### src/rtl/dwt_pkg.sv
// Shared types and constants for the multi-level 2D DWT pass scheduler.
// Optional stall counter is enabled with DWT_PERF_CNT_EN.
package dwt_pkg;

    typedef enum logic [2:0] {
        IDLE,
        ROW,
        ROW_DRAIN,
        COL,
        COL_DRAIN,
        DONE
    } state_e;

    localparam logic BANK_IN  = 1'b0;
    localparam logic BANK_TMP = 1'b1;

    function automatic int addr_w(input int w, input int h);
        return $clog2(w * h);
    endfunction

endpackage

### src/rtl/dwt_addr_gen.sv
// Pixel/line pointer pair with wrap logic and pair address generation.
// WR_SIDE selects the coefficient write-back layout instead of the read layout.
module dwt_addr_gen
    import dwt_pkg::*;
#(
    parameter int WIDTH   = 16,
    parameter int HEIGHT  = 16,
    parameter bit WR_SIDE = 1'b0,
    localparam int AW     = addr_w(WIDTH, HEIGHT)
) (
    input  logic          clk,
    input  logic          rst,
    input  logic          clr_i,
    input  logic          adv_i,
    input  logic          mode_i,
    input  logic [2:0]    level_i,
    output logic [AW-1:0] addr1_o,
    output logic [AW-1:0] addr2_o
);

    localparam int LW = $clog2(WIDTH);

    logic [AW-1:0] p_q, p_d;
    logic [AW-1:0] c_q, c_d;
    logic [AW-1:0] wl, hl, len, lines;
    logic          p_last, c_last;

    assign wl     = AW'(WIDTH) >> level_i;
    assign hl     = AW'(HEIGHT) >> level_i;
    assign len    = mode_i ? hl : wl;
    assign lines  = mode_i ? wl : hl;
    assign p_last = (p_q == len - AW'(2));
    assign c_last = (c_q == lines - AW'(1));

    always_comb begin
        p_d = p_q;
        c_d = c_q;
        if (clr_i) begin
            p_d = '0;
            c_d = '0;
        end else if (adv_i) begin
            if (p_last) begin
                p_d = '0;
                c_d = c_last ? '0 : c_q + AW'(1);
            end else begin
                p_d = p_q + AW'(2);
            end
        end
    end

    always_ff @(posedge clk) begin
        if (!rst) begin
            p_q <= '0;
            c_q <= '0;
        end else begin
            p_q <= p_d;
            c_q <= c_d;
        end
    end

    // Write side packs lows into the first half of the line, highs after.
    if (WR_SIDE) begin : g_wr
        logic [AW-1:0] half;
        assign half = p_q >> 1;
        always_comb begin
            if (!mode_i) begin
                addr1_o = (c_q << LW) + half;
                addr2_o = (c_q << LW) + half + (wl >> 1);
            end else begin
                addr1_o = (half << LW) + c_q;
                addr2_o = ((half + (hl >> 1)) << LW) + c_q;
            end
        end
    end else begin : g_rd
        always_comb begin
            if (!mode_i) begin
                addr1_o = (c_q << LW) + p_q;
                addr2_o = (c_q << LW) + p_q + AW'(1);
            end else begin
                addr1_o = (p_q << LW) + c_q;
                addr2_o = ((p_q + AW'(1)) << LW) + c_q;
            end
        end
    end

endmodule

### src/rtl/dwt_pass_scheduler.sv
// Multi-level 2D DWT pass sequencer over two ping-pong banks.
// Define DWT_PERF_CNT_EN to build the stall_cycles counter.
module dwt_pass_scheduler
    import dwt_pkg::*;
#(
    parameter int WIDTH           = 16,
    parameter int HEIGHT          = 16,
    parameter int LEVELS          = 1,
    parameter int MAX_OUTSTANDING = 4,
    localparam int AW             = addr_w(WIDTH, HEIGHT)
) (
    input  logic          clk,
    input  logic          rst,
    input  logic          start,
    output logic          busy,
    output logic          done,
    output logic [2:0]    cur_level,
    output logic          cur_mode,
    output logic          rd_valid,
    input  logic          rd_ready,
    output logic          rd_bank,
    output logic [AW-1:0] rd_addr1,
    output logic [AW-1:0] rd_addr2,
    input  logic          res_valid,
    output logic          wr_en,
    output logic          wr_bank,
    output logic [AW-1:0] wr_addr1,
    output logic [AW-1:0] wr_addr2,
    output logic          err,
    output logic [31:0]   stall_cycles
);

    localparam int         LW      = $clog2(WIDTH);
    localparam logic [2:0] LAST_LV = 3'(LEVELS - 1);

    state_e        state_q;
    logic [2:0]    level_q;
    logic          busy_q, done_q, err_q;
    logic [3:0]    out_q, out_d;
    logic          issuing, in_pass, acc, res_ok;
    logic          start_acc, rd_last;
    logic [AW-1:0] wl, hl, last_a;

    assign issuing   = (state_q == ROW) || (state_q == COL);
    assign in_pass   = issuing || (state_q == ROW_DRAIN)
                     || (state_q == COL_DRAIN);
    assign cur_mode  = (state_q == COL) || (state_q == COL_DRAIN);
    assign rd_valid  = issuing && (out_q < 4'(MAX_OUTSTANDING));
    assign acc       = rd_valid && rd_ready;
    assign res_ok    = res_valid && in_pass && (out_q != '0);
    assign start_acc = (state_q == IDLE) && start;

    assign wr_en     = res_ok;
    assign rd_bank   = cur_mode ? BANK_TMP : BANK_IN;
    assign wr_bank   = ~rd_bank;
    assign busy      = busy_q;
    assign done      = done_q;
    assign cur_level = level_q;
    assign err       = err_q;

    // Final pair of a pass is identified by its unique first read address.
    assign wl     = AW'(WIDTH) >> level_q;
    assign hl     = AW'(HEIGHT) >> level_q;
    assign last_a = cur_mode
                  ? ((hl - AW'(2)) << LW) + wl - AW'(1)
                  : ((hl - AW'(1)) << LW) + wl - AW'(2);
    assign rd_last = acc && (rd_addr1 == last_a);

    dwt_addr_gen #(
        .WIDTH  (WIDTH),
        .HEIGHT (HEIGHT),
        .WR_SIDE(1'b0)
    ) u_rd_gen (
        .clk    (clk),
        .rst    (rst),
        .clr_i  (start_acc),
        .adv_i  (acc),
        .mode_i (cur_mode),
        .level_i(level_q),
        .addr1_o(rd_addr1),
        .addr2_o(rd_addr2)
    );

    dwt_addr_gen #(
        .WIDTH  (WIDTH),
        .HEIGHT (HEIGHT),
        .WR_SIDE(1'b1)
    ) u_wr_gen (
        .clk    (clk),
        .rst    (rst),
        .clr_i  (start_acc),
        .adv_i  (res_ok),
        .mode_i (cur_mode),
        .level_i(level_q),
        .addr1_o(wr_addr1),
        .addr2_o(wr_addr2)
    );

    always_ff @(posedge clk) begin
        if (!rst) begin
            state_q <= IDLE;
            level_q <= '0;
            busy_q  <= 1'b0;
            done_q  <= 1'b0;
        end else begin
            done_q <= 1'b0;
            unique case (state_q)
                IDLE: begin
                    if (start) begin
                        state_q <= ROW;
                        level_q <= '0;
                        busy_q  <= 1'b1;
                    end
                end
                ROW: begin
                    if (rd_last) state_q <= ROW_DRAIN;
                end
                ROW_DRAIN: begin
                    if (out_q == '0) state_q <= COL;
                end
                COL: begin
                    if (rd_last) state_q <= COL_DRAIN;
                end
                COL_DRAIN: begin
                    if (out_q == '0) begin
                        if (level_q != LAST_LV) begin
                            state_q <= ROW;
                            level_q <= level_q + 3'd1;
                        end else begin
                            state_q <= DONE;
                            busy_q  <= 1'b0;
                            done_q  <= 1'b1;
                        end
                    end
                end
                DONE: state_q <= IDLE;
                default: state_q <= IDLE;
            endcase
        end
    end

    always_comb begin
        out_d = out_q;
        unique case ({acc, res_ok})
            2'b10:   out_d = out_q + 4'd1;
            2'b01:   out_d = out_q - 4'd1;
            default: out_d = out_q;
        endcase
    end

    always_ff @(posedge clk) begin
        if (!rst) begin
            out_q <= '0;
            err_q <= 1'b0;
        end else begin
            out_q <= out_d;
            if (res_valid && !res_ok) err_q <= 1'b1;
        end
    end

`ifdef DWT_PERF_CNT_EN
    logic [31:0] stall_q, stall_d;

    always_comb begin
        stall_d = stall_q;
        if (start_acc) begin
            stall_d = '0;
        end else if (busy_q && !acc && (stall_q != '1)) begin
            stall_d = stall_q + 32'd1;
        end
    end

    always_ff @(posedge clk) begin
        if (!rst) stall_q <= '0;
        else      stall_q <= stall_d;
    end

    assign stall_cycles = stall_q;
`else
    assign stall_cycles = '0;
`endif

endmodule

### config.mk
export PLATFORM = sky130hd
export DESIGN_NAME = dwt_pass_scheduler
export DESIGN_NICKNAME = d
export VERILOG_FILES = /design/src/rtl/dwt_pkg.sv /design/src/rtl/dwt_addr_gen.sv /design/src/rtl/dwt_pass_scheduler.sv
export SDC_FILE = /design/constraint.sdc
export NUM_CORES = 1
export LEC_CHECK = 0
export ABC_AREA = 1
export BUFFER_PORTS_ARGS = -buffer_cell sky130_fd_sc_hd__buf_2
export CORE_MARGIN = 2
export CORE_UTILIZATION = 23
export DETAILED_ROUTE_END_ITERATION = 8
export HOLD_SLACK_MARGIN = 0.05
export PLACE_DENSITY = 0.46
export SKIP_LAST_GASP = 1
export SLEW_MARGIN = 40
export SYNTH_ARGS = -nofsm -noshare
export SYNTH_HDL_FRONTEND = slang
export SYNTH_SLANG_ARGS = --single-unit
### constraint.sdc
create_clock -name clk -period 3.1 [get_ports clk]
set_input_delay 0.155 -clock clk [delete_from_list [all_inputs] [get_ports clk]]
set_output_delay 0.155 -clock clk [all_outputs]
set_load 0.01 [all_outputs]
==> metrics.md, run 1 <==
| Metric | Value |
|---|---|
| RSZ-0062 raised after global routing | `no` |
| Root Buffer | `clkbuf_16` |
| Worst slew pin tran | `513 ps` |
| Fin. Hold Viols | `0` |
| Rel. slew slack | `0.658` |
| I/O pins | `80` |
| CP cell instances | `ha_1 > ha_1 > ha_2 > fa_2 > fa_1 > xnor2_1 > o21ai_0 > nor2_1 > a21oi_1 > buf_2` |
| Count of state elements after synthesis | `43` |
| CTS tree | `yes` |
| Endpoint type of the worst setup path | `output pin` |
| Hold_ws | `110 ps` |
| First-pass GRT wire length | `22.0 mm` |
| First-pass iteration count of the detailed router | `5` |
| Mapped cell area | `4600 um2` |
| Slowest Stage Delay on Critical Path | `460 ps` |
| Input/output buffers | `47` |
| Max IR drop VDD | `301 uV` |
| Post-Route WL | `13.4 mm` |
| Power Density | `434 nW/um2` |
| Final nets | `811` |
| Synth Warn # | `0` |
| Top post-synthesis cells by area | `dfxtp_1 (19%), nand2_1 (15%), ha_1 (10%)` |
| Largest net degree at the start of global routing | `43` |
| Starting Density | `0.235` |
| DRT iter0 DRCs | `290` |
| Share of cells above drive strength 1 | `0.130` |
| Top cell by count, worst path | `ha_1` |
| Number of library cell types mapped by synthesis | `42` |
| Die X | `145 um` |
| Status | `complete, no violations` |
| Synth area leader | `dfxtp_1` |
| Drt via density | `4.30` |
| Crit Path Max Fanout | `6` |
| CTS Buffer Depth | `2` |
| Cell types with the highest counts after synthesis | `nand2_1 (185), inv_1 (77), nor2_1 (67), nand3_1 (58), dfxtp_1 (43)` |
| Number of synthesized flops with an enable pin | `0` |
| DR WL/cell | `13.0 um` |
| Cell with the most instances after synthesis | `nand2_1` |
| Clock Latency Late Sink | `300 ps` |
| Number of core rows | `51` |
| Final Wtd Congestion | `0.845` |
| GRT Resource Usage Total | `0.129` |
| CTS Buf Count | `5` |
| Setup TNS | `0 ps` |
| Avg Inst Size Synth | `6.45 um2` |
| Crit path max-delay cell type | `fa_2` |
| # setup viols final | `0` |
| Minimum clock period | `2920 ps` |
| LEAKAGE | `2.70 nW` |
| Die ar. | `21,100 um2` |
| Worst-path clk slew | `70 ps` |
| Max-cap violations | `0` |
| Remaining DRCs | `0` |
| Required time worst endpoint | `2940 ps` |
| Dpl hpwl | `10.8 mm` |
| H-tree levels | `2` |
| Via count | `4,415` |
| Post-Syn Instances | `713` |
| Vias in the first global route | `4,211` |
| Core area | `19,500 um2` |
| Data arrival, critical path | `2760 ps` |
| ANT nets after route | `0` |
| N_diodes | `0` |
| Initial antenna violation count | `0` |
| CP Class | `register to output pin` |
| CP Launch Type | `register` |
| Congestion Overflow GR | `0` |
| CTS sink count | `43` |
| Min-delay worst type | `input port to register` |
| F_max | `343 MHz` |
| Die Ht | `145 um` |
| Fin Clk Skew | `5.97 ps` |
| Register area share after synthesis | `0.187` |
| Predominant post-synthesis flop cell | `dfxtp_1` |
| Post-synth ARST share | `0` |
| Synth top area share | `0.187` |
| Max Slew Vio Count | `0` |
| Final Cycle Share | `0.940` |
| Area growth, synth to finish | `13.9%` |
==> kinds of logic (layout without fill, tap and decap cells) <==
logic type / count (synthesis) / after routing / share of synthesized area
buf+inv: 129 / 147 / 0.141
compound gates: 92 / 92 / 0.113
simple gates: 357 / 357 / 0.337
flops: 43 / 43 / 0.187
other cells: 1 / 32 / 0.000816
fa+ha+maj: 45 / 45 / 0.134
xor+xnor: 46 / 46 / 0.0876
==> critical path, delay by kind of cell (launching register included) <==
| family | cells | cell delay (ps) |
|---|---|---|
| AOI/OAI and AO/OA | 2 | 260 |
| adders and majority gates | 5 | 1470 |
| and+or+nand+nor | 1 | 60 |
| buffers and inverters | 1 | 140 |
| DFF | 1 | 370 |
| xor gates and xnor gates | 1 | 130 |
==> final timing paths <==
check / start / endpoint / slack (ps) / cells past startpoint
max reg2reg: cur_level[1]$_SDFFE_PN0P_ / u_rd_gen.c_q[3]$_SDFFE_PP0P_ / 460 / 16
min: res_valid / err$_SDFFE_PN0P_ / 110 / 3
min reg2reg: err$_SDFFE_PN0P_ / err$_SDFFE_PN0P_ / 480 / 2
max: cur_level[1]$_SDFFE_PN0P_ / wr_addr2[6] / 180 / 10
==> power breakdown <==
part           total, W  switching (W)  internal (W)  leakage [nW]
registers      0.000672      0.0000670      0.000605         0.350
logic          0.000967       0.000652      0.000315          2.27
clock network  0.000637       0.000252      0.000385        0.0844
==> stage by stage <==
stage	instance area [um2]	utilization	setup slack (ps)	cells	power [W]
2_1_floorplan	4710	-	480	744	0.00140
3_3_place_gp	5010	0.256	312	1017	0.00168
3_5_place_dp	5010	0.256	311	1017	0.00167
4_1_cts	5190	0.266	46.2	1026	0.00232
5_1_grt	5240	0.268	7.21	1027	0.00248
6_report	5240	0.268	185	1027	0.00228
==> repair_timing <==
| item | in CTS | in global routing |
|---|---|---|
| hold buffers | 0 | 0 |
| setup buffers | 1 | 1 |
| endpoints found under the setup margin | 1 | 2 |
| gates resized for setup | 2 | 9 |
| pin swaps | 1 | 1 |
==> registers in the layout, indices dropped and copies added, names as in the netlist <==
signal / cells
busy: 1
cur_level: 3
done: 1
err: 1
out_q: 4
state_q: 3
u_rd_gen.c_q: 8
u_rd_gen.p_q: 7
u_wr_gen.c_q: 8
u_wr_gen.p_q: 7
==> layout make-up <==
type                    instances  area, um2
fillers                      2222      14300
multi-input cells             572       3250
flip-flops and latches         43        866
well taps                     265        332
inverters                      82        313
repair buffers                 57        310
clock buffers                   5        125
clock inverters                 3       47.5
==> routing by layer <==
metal / global-route usage / routed length [um] / vias to the layer above
li1: - / - / 2336
met1: 0.172 / 6330 / 1999
met2: 0.217 / 6360 / 70
met3: 0.0241 / 541 / 10
met4: 0.0279 / 170 / 0
met5: 0 / 0 / -
==> cell usage in the layout (no fill, tap or decap), types with 2 or more instances in the layout <==
cell / synthesis / layout
buf_2: 3 / 47
o22ai_1: 3 / 3
inv_6: 1 / 2
a211oi_1: 5 / 5
o21ai_2: 4 / 4
nor2_1: 67 / 66
buf_4: 36 / 10
o21a_1: 3 / 3
a31oi_1: 3 / 2
o21ai_1: 2 / 3
nand2_2: 8 / 8
nand4_1: 9 / 9
inv_2: 4 / 4
clkbuf_16: 0 / 5
nand3_1: 58 / 58
fa_1: 7 / 6
conb_1: 1 / 32
o21ai_0: 30 / 29
nand2_1: 185 / 185
inv_1: 77 / 77
xnor2_1: 10 / 10
nor3_1: 13 / 13
xor2_1: 36 / 35
nand2_4: 4 / 4
ha_1: 38 / 36
a21oi_1: 38 / 38
nand3b_1: 2 / 2
nor3b_1: 4 / 4
nand3_2: 2 / 2
dfxtp_1: 43 / 41
(Power assumes the default switching activity.)
==> run 2: changes to the inputs <==
Settings changed: GPL_TIMING_DRIVEN set to 0.
==> metrics.md, run 2 (same netlist as run 1, synthesis figures left out) <==
| Metric | Value |
|---|---|
| Status | `complete, no violations` |
| Max Slew Vio Count | `0` |
| Core area | `19,500 um2` |
| Post-route worst setup slack | `144 ps` |
| Minimum clock period | `2960 ps` |
| Required time worst endpoint | `2940 ps` |
| Data arrival, critical path | `2800 ps` |
| Remaining DRCs | `0` |
| Via count | `4,614` |
| Most frequent cells in the layout | `nand2_1 (182), inv_1 (76), nor2_1 (66)` |
| Crit Path Max Fanout | `6` |
| Flop2flop setup slack | `290 ps` |
| Final core occ | `0.284` |
| GRT Resource Usage Total | `0.131` |
| Setup crit end | `wr_addr2[7]` |
| Vias in the first global route | `4,089` |
| Rel. slew slack | `0.527` |
| Worst slew pin tran | `709 ps` |
| Min-delay worst type | `input port to register` |
| Number of core rows | `51` |
| F_max | `338 MHz` |
| Dpl hpwl | `11.2 mm` |
| Congestion Overflow GR | `0` |
| Largest net degree at the start of global routing | `15` |
| Max IR drop VDD | `315 uV` |
| Root Buffer | `clkbuf_16` |
| CTS Hold Buffers Added | `0` |
| H-tree levels | `2` |
| RR Startpoint | `cur_level[2]$_SDFFE_PN0P_` |
| Commonest non-fill, non-tap cell in the layout | `nand2_1` |
| Setup TNS | `0 ps` |
| Drt via density | `4.33` |
| ANT nets after route | `0` |
| N_diodes | `0` |
| Die X | `145 um` |
| Power Density | `422 nW/um2` |
| Fin. Hold Viols | `0` |
| First-pass iteration count of the detailed router | `5` |
| Final nets | `850` |
| LEAKAGE | `2.89 nW` |
| Share of cells above drive strength 1 | `0.175` |
| Largest regs | `u_rd_gen.c_q (8), u_wr_gen.c_q (8)` |
| Area growth, synth to finish | `20.6%` |
| Length in cells of the worst reg-to-reg path | `15` |
| Endpoint type of the worst setup path | `output pin` |
| Starting Density | `0.235` |
| Worst-path clk slew | `70 ps` |
| DR WL/cell | `13.2 um` |
| Final Cycle Share | `0.954` |
| Initial antenna violation count | `0` |
| CP Launch Type | `register` |
| Post-Route WL | `14.0 mm` |
| DRT iter0 DRCs | `223` |
| First-pass GRT wire length | `22.2 mm` |
| Die Ht | `145 um` |
| Post-Place Cells | `1,056` |
| I/O pins | `80` |
| CTS tree | `yes` |
| Number of fill cells | `2,225` |
| CTS Buffer Depth | `2` |
| # setup viols final | `0` |
| Layout Cells excl Fill | `1,066` |
| Dpl cell area | `5280 um2` |
| Max-cap violations | `0` |
| CTS sink count | `43` |
| DP Worst Slack | `178 ps` |
| CTS Buf Count | `5` |
| Layout Cell Area excl Fill | `5550 um2` |
| CP Class | `register to output pin` |
| RR Endpoint | `u_wr_gen.c_q[5]$_SDFFE_PP0P_` |
| Clock Latency Late Sink | `300 ps` |
| Input/output buffers | `47` |
| Final Wtd Congestion | `0.850` |
| Fin Clk Skew | `8.91 ps` |
| Worst Setup SP | `cur_level[1]$_SDFFE_PN0P_` |
| Die ar. | `21,100 um2` |
[run 2: how the worst min path moves through the flow]
| stage | start | endpoint | slack, ps | depth (start not counted) |
|---|---|---|---|---|
| 2_1_floorplan | rst | state_q[1]$_SDFFE_PN0P_ | 280 | 2 |
| 3_3_place_gp | res_valid | err$_SDFFE_PN0P_ | 420 | 3 |
| 3_5_place_dp | res_valid | err$_SDFFE_PN0P_ | 410 | 3 |
| 4_1_cts | res_valid | err$_SDFFE_PN0P_ | 90 | 3 |
| 5_1_grt | res_valid | err$_SDFFE_PN0P_ | 160 | 3 |
| 6_report | res_valid | err$_SDFFE_PN0P_ | 100 | 3 |
[run 2: what timing repair did]
action,4_1_cts,5_1_grt
setup endpoints to repair,2,16
pin swaps,1,4
gates resized for setup,4,18
setup buffers,0,2
[run 2: per-layer routing]
layer  routed length, um  part of all wire  track usage
met5                   0                 0            0
met4                 244             0.017       0.0328
met3                 482             0.034       0.0232
met2                6570              0.47        0.216
met1                6740              0.48        0.177
[run 2: critical path, cell delays in order (launching register included)]
cell     delay, ps
dfxtp_2        360
inv_2           80
ha_1           210
inv_1           90
nor2_4         150
ha_2           350
nand2_1         80
nand2_1         60
a31oi_2        190
xor2_1         290
xor2_1         230
xnor2_1        140
nand2_1         60
nand2_1         70
buf_2          130
[run 2: report_power, final]
| group | internal (W) | switching, W | total, W |
|---|---|---|---|
| Clock | 0.000381 | 0.000249 | 0.000629 |
| Sequential | 0.000606 | 0.0000654 | 0.000671 |
| Combinational | 0.000357 | 0.000681 | 0.00104 |
| Total | 0.00134 | 0.000995 | 0.00234 |
[run 2: cell type report]
| class | instances | area, um2 | area share |
|---|---|---|---|
| well taps | 265 | 332 | 0.0598 |
| multi-input cells | 572 | 3280 | 0.592 |
| clock inverters | 3 | 43.8 | 0.00790 |
| inverters | 82 | 313 | 0.0564 |
| repair buffers | 49 | 250 | 0.0451 |
| plain buffers | 47 | 338 | 0.0609 |
| clock buffers | 5 | 125 | 0.0226 |
| flip-flops and latches | 43 | 863 | 0.156 |
[run 2: per-stage QoR]
stage | hold slack (ps) | power (W)
floorplan | 276 | 0.00140
global placement | 415 | 0.00174
detailed placement | 410 | 0.00173
CTS | 92.2 | 0.00237
global route | 158 | 0.00254
finish | 99.2 | 0.00234
